$ cat config.mk
export PLATFORM = sky130hd
export DESIGN_NAME = load_store_unit
export DESIGN_NICKNAME = d
export VERILOG_FILES = /design/src/rtl/load_store_unit.sv
export SDC_FILE = /design/constraint.sdc
export NUM_CORES = 1
export LEC_CHECK = 0
export CAP_MARGIN = 40
export CELL_PAD_IN_SITES_DETAIL_PLACEMENT = 0
export CELL_PAD_IN_SITES_GLOBAL_PLACEMENT = 1
export CORE_MARGIN = 4
export CORE_UTILIZATION = 30
export CTS_CLUSTER_DIAMETER = 200
export DETAILED_ROUTE_END_ITERATION = 16
export PLACE_DENSITY = 0.82
export SLEW_MARGIN = 30
export SYNTH_ARGS = -nofsm -noshare
export SYNTH_HDL_FRONTEND = slang
export SYNTH_SLANG_ARGS = --single-unit
$ cat constraint.sdc
create_clock -name clk -period 2.4 [get_ports clk]
set_clock_uncertainty 0.05 [all_clocks]
set_input_delay 0.6 -clock clk [delete_from_list [all_inputs] [get_ports clk]]
set_output_delay 0.6 -clock clk [all_outputs]
set_load 0.05 [all_outputs]
$ cat src/rtl/load_store_unit.sv
// RV32I load/store front end: request decode, byte-lane steering, load extension.
// Define MISALIGNED_TRAP_EN to fault misaligned accesses instead of aligning them.
module load_store_unit #(
  parameter int unsigned MEM_BYTES = 4096
) (
  input  logic        clk,
  input  logic        rst,
  input  logic        req_valid,
  output logic        req_ready,
  input  logic [31:0] req_addr,
  input  logic [31:0] req_wdata,
  input  logic [2:0]  req_funct3,
  input  logic        req_write,
  input  logic [4:0]  req_rd,
  output logic        rsp_valid,
  input  logic        rsp_ready,
  output logic [31:0] rsp_data,
  output logic [4:0]  rsp_rd,
  output logic        rsp_err,
  output logic [29:0] mem_addr,
  output logic [3:0]  mem_be,
  output logic        mem_we,
  output logic        mem_re,
  output logic [31:0] mem_wdata,
  input  logic [31:0] mem_rdata
);

  typedef enum logic [1:0] {
    IDLE, ACCESS, WAIT, RESP
  } state_t;

  state_t      state_q, state_d;
  logic [29:0] addr_q;
  logic [3:0]  be_q, be_d;
  logic [31:0] wdata_q, wdata_d;
  logic [31:0] data_q, data_d;
  logic [2:0]  f3_q;
  logic [1:0]  off_q;
  logic [4:0]  rd_q;
  logic        write_q;
  logic        err_q;

  logic        is_b, is_h, is_w;
  logic        f3_ok, range_err, mis, fault;
  logic        accept;
  logic [31:0] addr_a;
  logic [7:0]  ld_b;
  logic [15:0] ld_h;

  assign is_b = (req_funct3[1:0] == 2'd0);
  assign is_h = (req_funct3[1:0] == 2'd1);
  assign is_w = (req_funct3[1:0] == 2'd2);

  always_comb begin
    f3_ok = 1'b0;
    if (req_write)
      f3_ok = (req_funct3 == 3'd0) || (req_funct3 == 3'd1)
           || (req_funct3 == 3'd2);
    else
      f3_ok = (req_funct3 == 3'd0) || (req_funct3 == 3'd1)
           || (req_funct3 == 3'd2) || (req_funct3 == 3'd4)
           || (req_funct3 == 3'd5);
  end

  assign range_err = (req_addr >= 32'(MEM_BYTES));
  assign mis = (is_h && req_addr[0]) || (is_w && (req_addr[1:0] != 2'b00));

`ifdef MISALIGNED_TRAP_EN
  assign fault = !f3_ok || range_err || mis;
`else
  assign fault = !f3_ok || range_err;
`endif

  // Force natural alignment; only matters when misaligned requests are performed.
  always_comb begin
    addr_a = req_addr;
    if (is_h) addr_a[0] = 1'b0;
    if (is_w) addr_a[1:0] = 2'b00;
  end

  always_comb begin
    be_d    = 4'b1111;
    wdata_d = req_wdata;
    if (is_b) begin
      be_d    = 4'b0001 << addr_a[1:0];
      wdata_d = {4{req_wdata[7:0]}};
    end else if (is_h) begin
      be_d    = addr_a[1] ? 4'b1100 : 4'b0011;
      wdata_d = {2{req_wdata[15:0]}};
    end
  end

  assign ld_b = mem_rdata[8*off_q +: 8];
  assign ld_h = mem_rdata[16*off_q[1] +: 16];

  always_comb begin
    unique case (f3_q)
      3'd0:    data_d = {{24{ld_b[7]}}, ld_b};
      3'd4:    data_d = {24'd0, ld_b};
      3'd1:    data_d = {{16{ld_h[15]}}, ld_h};
      3'd5:    data_d = {16'd0, ld_h};
      default: data_d = mem_rdata;
    endcase
  end

  assign req_ready = (state_q == IDLE) && !rst;
  assign accept    = req_valid && req_ready;

  always_comb begin
    state_d = state_q;
    unique case (state_q)
      IDLE:    if (accept) state_d = fault ? RESP : ACCESS;
      ACCESS:  state_d = write_q ? RESP : WAIT;
      WAIT:    state_d = RESP;
      RESP:    if (rsp_ready) state_d = IDLE;
      default: state_d = IDLE;
    endcase
  end

  always_ff @(posedge clk) begin
    if (rst) begin
      state_q <= IDLE;
      addr_q  <= '0;
      be_q    <= '0;
      wdata_q <= '0;
      data_q  <= '0;
      f3_q    <= '0;
      off_q   <= '0;
      rd_q    <= '0;
      write_q <= 1'b0;
      err_q   <= 1'b0;
    end else begin
      state_q <= state_d;
      if (accept) begin
        addr_q  <= addr_a[31:2];
        off_q   <= addr_a[1:0];
        be_q    <= be_d;
        wdata_q <= wdata_d;
        f3_q    <= req_funct3;
        rd_q    <= req_rd;
        write_q <= req_write;
        err_q   <= fault;
        data_q  <= '0;
      end
      if (state_q == WAIT) data_q <= data_d;
    end
  end

  // Strobes are gated by rst so a reset during ACCESS never touches memory.
  assign mem_we    = (state_q == ACCESS) && write_q && !rst;
  assign mem_re    = (state_q == ACCESS) && !write_q && !rst;
  assign mem_addr  = addr_q;
  assign mem_be    = be_q;
  assign mem_wdata = wdata_q;
  assign rsp_valid = (state_q == RESP);
  assign rsp_data  = data_q;
  assign rsp_rd    = rd_q;
  assign rsp_err   = err_q;

endmodule

=== Word level (Yosys, flattened, before mapping) ===
Index checks and enable logic that the tools add are counted.

* Bits in registers: 112
* Bits of input ports: 109
* Output and inout port bits: 108
* Logic and storage cells: 64

* Order comparisons: 1
* Equality and inequality tests: 14
* Shifts and indexed selects: 3
* Multiplexer cells: 16
* Reduce and logical (&&, ||, !) cells: 20

{| class="wikitable"
|+ Operators with widths
! cell !! count
|-
| 32-bit two-way mux || 4
|-
| 32-bit case mux with 4 select lines || 1
|-
| 32-bit by 13-bit >= comparator with 1-bit output (second input constant) || 1
|-
| 32-bit by 6-bit variable part select with 16-bit output || 1
|-
| 32-bit by 6-bit variable part select with 8-bit output || 1
|-
| 3-bit == test (second input constant) || 4
|-
| 4-bit two-way mux || 3
|-
| 2-bit two-way mux || 4
|-
| 2-bit case mux with 4 select lines || 1
|-
| 2-bit == test (second input constant) || 3
|-
| 3-bit by 1-bit == test with 1-bit output (second input constant) || 2
|-
| 1-bit logical AND || 6
|-
| 3-bit logical NOT || 2
|-
| 1-bit logical OR || 5
|-
| 2-bit by 1-bit == test with 1-bit output (second input constant) || 2
|-
| 2-bit logical NOT || 2
|-
| 1-bit by 2-bit left shift with 4-bit output (first input constant) || 1
|-
| 3-bit by 2-bit == test with 1-bit output (second input constant) || 1
|-
| 1-bit logical NOT || 3
|-
| 1-bit two-way mux || 3
|-
| 2-bit by 1-bit != test with 1-bit output (second input constant) || 1
|-
| 2-bit != test (second input constant) || 1
|-
| 2-bit AND reduction || 1
|-
| 2-bit nonzero test || 1
|}

=== Longest topological paths before layout ===
Gate-level depths: netlist of the first run.

* Word-level depth: 11
* Depth in mapped cells: 7
* Gate-level depth less buffers: 6

=== Worst setup path before layout of the first run ===
No wires, ideal clock.

* Kind: input to output
* Start point: in rst
* End point: out mem_re
* Arrival time: 1910 ps
* Data required time: 1750 ps
* Slack: -160 ps
* Stages on the path: 2
* Buffers on the path: 1
* Cells stage by stage: buf_2 > nor3b_1

* Longest elaborated chain between the ends: 2

{| class="wikitable"
|+ Ends and longest elaborated chain
! item !! RTL line !! RTL
|-
| start, declared || 7 || <nowiki>input logic rst,</nowiki>
|-
| 1-bit logical NOT || 151 || <nowiki>assign mem_re = (state_q == ACCESS) && !write_q && !rst;</nowiki>
|-
| 1-bit logical AND || 151 ||
|-
| end, declared || 23 || <nowiki>output logic mem_re,</nowiki>
|}

Every way passes these cells.

=== Worst setup path after layout of the first run ===
* Start point: in rst
* End point: out mem_we

* Longest elaborated chain between the ends: 2

{| class="wikitable"
|+ Ends and longest elaborated chain
! item !! RTL line !! RTL
|-
| 1-bit logical NOT || 150 || <nowiki>assign mem_we = (state_q == ACCESS) && write_q && !rst;</nowiki>
|-
| 1-bit logical AND || 150 ||
|-
| end, declared || 22 || <nowiki>output logic mem_we,</nowiki>
|}

Every way passes these cells.

==> results.toml, run 1 <==
[worst_setup_path]
cp_cell_sequence = "clkdlybuf4s50_1 > buf_4 > inv_2 > and3_1 > buf_12"
cp-start-kind = "primary input"
crit_path_max_fanout = 7
slowest_stage = "clkdlybuf4s50_1"
rr_endpoint = "state_q[0]$_SDFFE_PP0P_"
rr_worst_depth = 6
end_kind = "primary output"
cp.arrival_ns = 1.69
reg2reg_from = "state_q[0]$_SDFFE_PP0P_"
reg2reg_slack_ns = 0.54
path_class = "primary input to primary output"
required_ns = 1.75
critPathMaxStageDelay_ns = 0.51

[clock_tree]
cts_tree = "yes"
insertion_delay_ns = 0.35
htreeDepth = 3
clkSlewWorstSetupHoldPaths_ns = 0.07
post_cts_resized = 0
clock_sinks = 112
clockRootBuffer = "clkbuf_16"
clockBufferDepth = 2
post_cts_buffers = 0
cts_made_buffers = 9
cts_hold_buf = 0

[finish]
fillers = 1449
nNetsFinal = 853
finalNonFillerCells = 955
seq_area_um2 = 2242
multi_input_area_um2 = 2286
diodes = 0
final_layout_size_suffix_gt1_share_pct = 7.258
syn_to_final_growth_pct = 59.08

[global_routing]
antenna_found_initial = 0
grt_max_degree = 82
grt_pass1_vias = 4856
grt_overflow = 0
grt_pass1_wl_mm = 26.09
grt_usage_pct = 18.19

[sta]
rsz0062_at_grt = "false"
worst_pin_slew_ns = 0.5838
slew_headroom_pct = 60.93
slew_viol_final = 0
min_period_ns = 2.344
fmax_mhz = 426.6
setup_viol = 0
fin_crit_sh_pct = 97.66
hold_violations = 0

[power_and_ir_drop]
power.switching_mw = 3.012
switching_share_pct = 42.10
p_per_area_nw_per_um2 = 947.2
leakage_nw = 3.175
ir_drop_mv = 0.5792
pwr-share-clk_pct = 20.5
seqPwrFrac_pct = 34.1
power_mw = 7.155
combPwrFrac_pct = 45.4
power.internal_mw = 4.142

[synthesis]
synth_compound_area_share_pct = 22.37
syn-num-nets = 646
ys.flop_type = "dfxtp_1"
synth.distinct_cells = 39
yosysWarnings = 0
synth_edf_count = 0
ys_top_cells_by_area = "dfxtp_1 47%, mux2i_1 6.1%, o21ai_0 5.7%"
yosys.area.top_type = "dfxtp_1"
synth.mux.area_fraction_pct = 6.904
synth.top_cell.area_share_pct = 47.22
syn_inst = 532
postSynthAreaPerCell_um2 = 8.925
synth_top_family_by_area = "compound AO/OA/AOI/OAI gates"
yosysSeqAreaShare_pct = 47.22
yosys_register_bits = 112
synthXorXnorAreaFrac_pct = 0
synth_fa_ha_area_share_pct = 1.318
synthArstFlopShare_pct = 0
synth-simple-area-share_pct = 17.15
synth.cell_area_um2 = 4748

[placement]
dp_hpwl_mm = 12.45
port_buffers = 216
placed_cells = 938
gp_congestion = 0.8672

[die]
start_util_pct = 30.89
rows = 45
die_w_um = 133.8
core-area_um2 = 15370
die_h_um = 133.8
die_area_um2 = 17910
io_pins = 217

[worst_hold_path]
hold_start = "mem_addr[8]$_SDFFE_PP0P_"
hp-class = "register to register"
whs_path_depth = 2
worstHoldEndpoint = "mem_addr[8]$_SDFFE_PP0P_"

[flow_run]
cap_violations = 0

[drt]
first_iter_violations = 251
drc = 0
vias = 4738
finalWirelength_mm = 16.41
drtAntennaViolNets = 0
drt_pass1_iterations = 5
vias_per_cell = 4.961
wl_per_cell_um = 17.19

[outcome]
status = "complete, no violations"
==> flip-flops by register name, summed over array words and instances (netlist names) <==
name,count
state_q,2
write_q,1
rsp_err,1
rsp_data,32
mem_wdata,32
mem_addr,30
off_q,2
rsp_rd,5
f3_q,3
mem_be,4
==> how the worst max path moves through the flow <==
stage / from / end / depth (start not counted)
floorplan: rst / mem_we / 4
global placement: mem_rdata[7] / rsp_data[22]$_SDFFE_PP0P_ / 5
detailed placement: mem_rdata[7] / rsp_data[19]$_SDFFE_PP0P_ / 5
CTS: rst / mem_we / 5
global route: rst / mem_we / 5
finish: rst / mem_we / 5
==> logic make-up after synthesis <==
logic type / count (synthesis)
simple gates: 166
compound gates: 161
flops: 112
buf+inv: 57
mux: 31
fa+ha+maj: 5
==> power groups by stage <==
stage	registers, mW	logic [mW]	clock network, mW
final	2.44	3.25	1.47
after global routing	2.48	3.45	1.60
after CTS	2.44	3.27	1.53
after detailed placement	2.48	3.26	0
after global placement	2.46	3.23	0
after floorplan	3.59	0.885	0
==> metrics by stage <==
step / setup slack, ns / instance area, um2 / utilization (%) / setup TNS (ns) / hold WS (ns)
final: 0.05609 / 7553 / 49.14 / 0 / 0.4068
after global routing: 0.01008 / 7553 / 49.14 / 0 / 0.4347
after CTS: 0.05034 / 7546 / 49.09 / 0 / 0.4106
after detailed placement: -0.1525 / 7259 / 47.23 / -2.277 / 0.3966
after global placement: -0.03365 / 7252 / 47.18 / -0.5170 / 0.3880
after floorplan: 0.1608 / 4753 / - / 0 / 0.4173
==> area by class of cell <==
class,instances,area share (%)
clock inverters,7,0.8117
well taps,211,3.495
multi-input cells,363,30.26
repair buffers,239,32.07
flip-flops and latches,112,29.68
clock buffers,9,2.982
inverters,14,0.6957
==> routing by layer <==
metal / share of wire, % / track usage (%) / wire, um / vias to the layer above
met1: 41 / 21.16 / 6694 / 2165
met4: 2.0 / 6.629 / 328 / 0
met2: 44 / 28.64 / 7258 / 210
met3: 13 / 9.490 / 2132 / 20
met5: 0 / 0 / 0 / -
li1: - / - / - / 2343
==> cells in the final DEF, fill, tap and decap left out, drive strengths merged <==
cell type / instances
a211oi: 10
nand2: 63
nor3b: 3
mux2i: 29
a221o: 16
o21ai: 54
a32oi: 6
nand3b: 1
clkdlybuf4s50: 211
ha: 5
mux2: 1
and3: 29
nand3: 31
a31o: 2
o21bai: 1
a22o: 1
o211ai: 6
or2: 1
nand2b: 4
or4: 1
o31ai: 1
nor2: 22
nor4bb: 1
a21o: 28
clkbuf: 9
clkinv: 3
mux4: 1
nor4: 6
buf: 28
nor2b: 4
o21a: 1
a21oi: 24
inv: 18
o22ai: 7
a221oi: 1
dfxtp: 112
a32o: 1
o221ai: 2
==> worst max-delay path: cells and delay by family <==
kind                   cells  cell delay, ns
buffers and inverters      4            0.88
and+or+nand+nor            1            0.20
==> cells in the mapped netlist, types with 10 or more instances <==
library cell	instances
clkbuf_1	28
a21oi_1	24
a21o_1	28
o21ai_0	54
and3_1	29
a221o_1	16
nand2_1	63
inv_1	14
a211oi_1	10
buf_2	14
nor2_1	21
mux2i_1	29
dfxtp_1	112
nand3_1	31
Power figures use the tool's default switching activity.
==> run 2: changes to the inputs <==
- CORE_MARGIN: 4 -> default
==> run 2 against run 1 <==
  * Sequential share of layout area about the same
  * Die area shrank 8.8%
  * Critical path depth unchanged
  * Highest routed layer unchanged
==> results.toml, run 2 (synthesis gave the netlist of run 1 again) <==
[worst_hold_path]
whs_path_depth = 2
hp-class = "register to register"

[clock_tree]
cts_hold_buf = 0
post_cts_buffers = 0
cts_tree = "yes"
htreeDepth = 3
clockRootBuffer = "clkbuf_16"
clock_sinks = 112
clkSlewWorstSetupHoldPaths_ns = 0.07
cts_made_buffers = 9
insertion_delay_ns = 0.35
clockBufferDepth = 2

[drt]
vias = 4712
finalWirelength_mm = 15.39
first_iter_violations = 228
drtAntennaViolNets = 0
drt_pass1_iterations = 5
drc = 0
wl_per_cell_um = 16.20
vias_per_cell = 4.960

[finish]
final_layout_size_suffix_gt1_share_pct = 6.360
syn_to_final_growth_pct = 58.92
nNetsFinal = 849
fillers = 1453
seq_area_um2 = 2242
layout_commonest_cell = "clkdlybuf4s50_1"
diodes = 0
final_cell_mix = "212 x clkdlybuf4s50_1, 112 x dfxtp_1, 63 x nand2_1, 54 x o21ai_0, 31 x nand3_1"
multi_input_area_um2 = 2286

[sta]
fmax_mhz = 423.1
slew_headroom_pct = 44.02
worst_pin_slew_ns = 0.8334
hold_violations = 0
rsz0062_at_grt = "false"
fin_ws_ns = 0.03633
min_period_ns = 2.364
slew_viol_final = 0
setup_viol = 0
fin_crit_sh_pct = 98.49
whs_ns = 0.4056

[global_routing]
grt_usage_pct = 18.79
grt_pass1_wl_mm = 23.98
grt_overflow = 0
grt_max_degree = 82
antenna_found_initial = 0
grt_pass1_vias = 4629

[placement]
dp_hpwl_mm = 11.42
gp_congestion = 0.7727
port_buffers = 216
dp_slack_ns = -0.1155

[die]
rows = 45
die_area_um2 = 16340
die_w_um = 127.8
die_h_um = 127.8
start_util_pct = 31.00
core-area_um2 = 15310
io_pins = 217

[worst_setup_path]
crit_path_max_fanout = 8
path_class = "primary input to primary output"
required_ns = 1.75
cp.arrival_ns = 1.71
end_kind = "primary output"
rr_worst_depth = 5
cp-start-kind = "primary input"

[flow_run]
cap_violations = 0

[power_and_ir_drop]
ir_drop_mv = 0.5476
leakage_nw = 3.161
p_per_area_nw_per_um2 = 970.1
power_mw = 7.320

[outcome]
status = "complete, no violations"
==> run 2: critical path, cell delays in order <==
cell             delay [ns]
clkdlybuf4s50_1        0.53
buf_6                  0.16
inv_2                  0.06
and3_1                 0.21
buf_12                 0.15
==> run 2: final timing paths <==
check                              endpoint  slack, ns                startpoint
setup / recovery                     mem_we       0.04                       rst
hold / removal     mem_addr[5]$_SDFFE_PP0P_       0.41  mem_addr[5]$_SDFFE_PP0P_
setup reg to reg  rsp_data[20]$_SDFFE_PP0P_       0.46   state_q[0]$_SDFFE_PP0P_
hold reg to reg    mem_addr[5]$_SDFFE_PP0P_       0.41  mem_addr[5]$_SDFFE_PP0P_
==> run 2: stage by stage <==
step / std cells / cell area [um2] / TNS (ns) / utilization, %
floorplan: 532 / 4753 / 0 / -
global placement: 934 / 7209 / -0.9856 / 47.08
detailed placement: 935 / 7217 / -1.574 / 47.12
CTS: 950 / 7542 / 0 / 49.25
global route: 950 / 7546 / 0 / 49.27
finish: 950 / 7546 / 0 / 49.27
==> run 2: routing by layer <==
metal / share of wire [%] / track usage (%) / vias up
met2: 45 / 30.31 / 204
met1: 42 / 22.30 / 2160
met5: 0 / 0 / -
li1: - / - / 2327
met4: 1.7 / 6.505 / 0
met3: 11 / 8.055 / 21
==> run 2: layout make-up <==
cell class | count | area share (%)
clock buffer | 10 | 3.167
multi-input combinational | 363 | 30.29
sequential | 112 | 29.71
timing repair buffer | 235 | 31.47
tap | 211 | 3.499
inverter | 14 | 0.6964
clock inverter | 5 | 1.161
==> run 2: power by group <==
part	switching (mW)	internal [mW]	total (mW)
Combinational	2.04	1.17	3.22
Sequential	0.211	2.23	2.44
Clock	0.717	0.950	1.67
==> run 2: timing repair <==
action,4_1_cts,5_1_grt
gates cloned,0,0
pin swaps,0,0
resized for setup,1,1
setup endpoints to repair,1,1
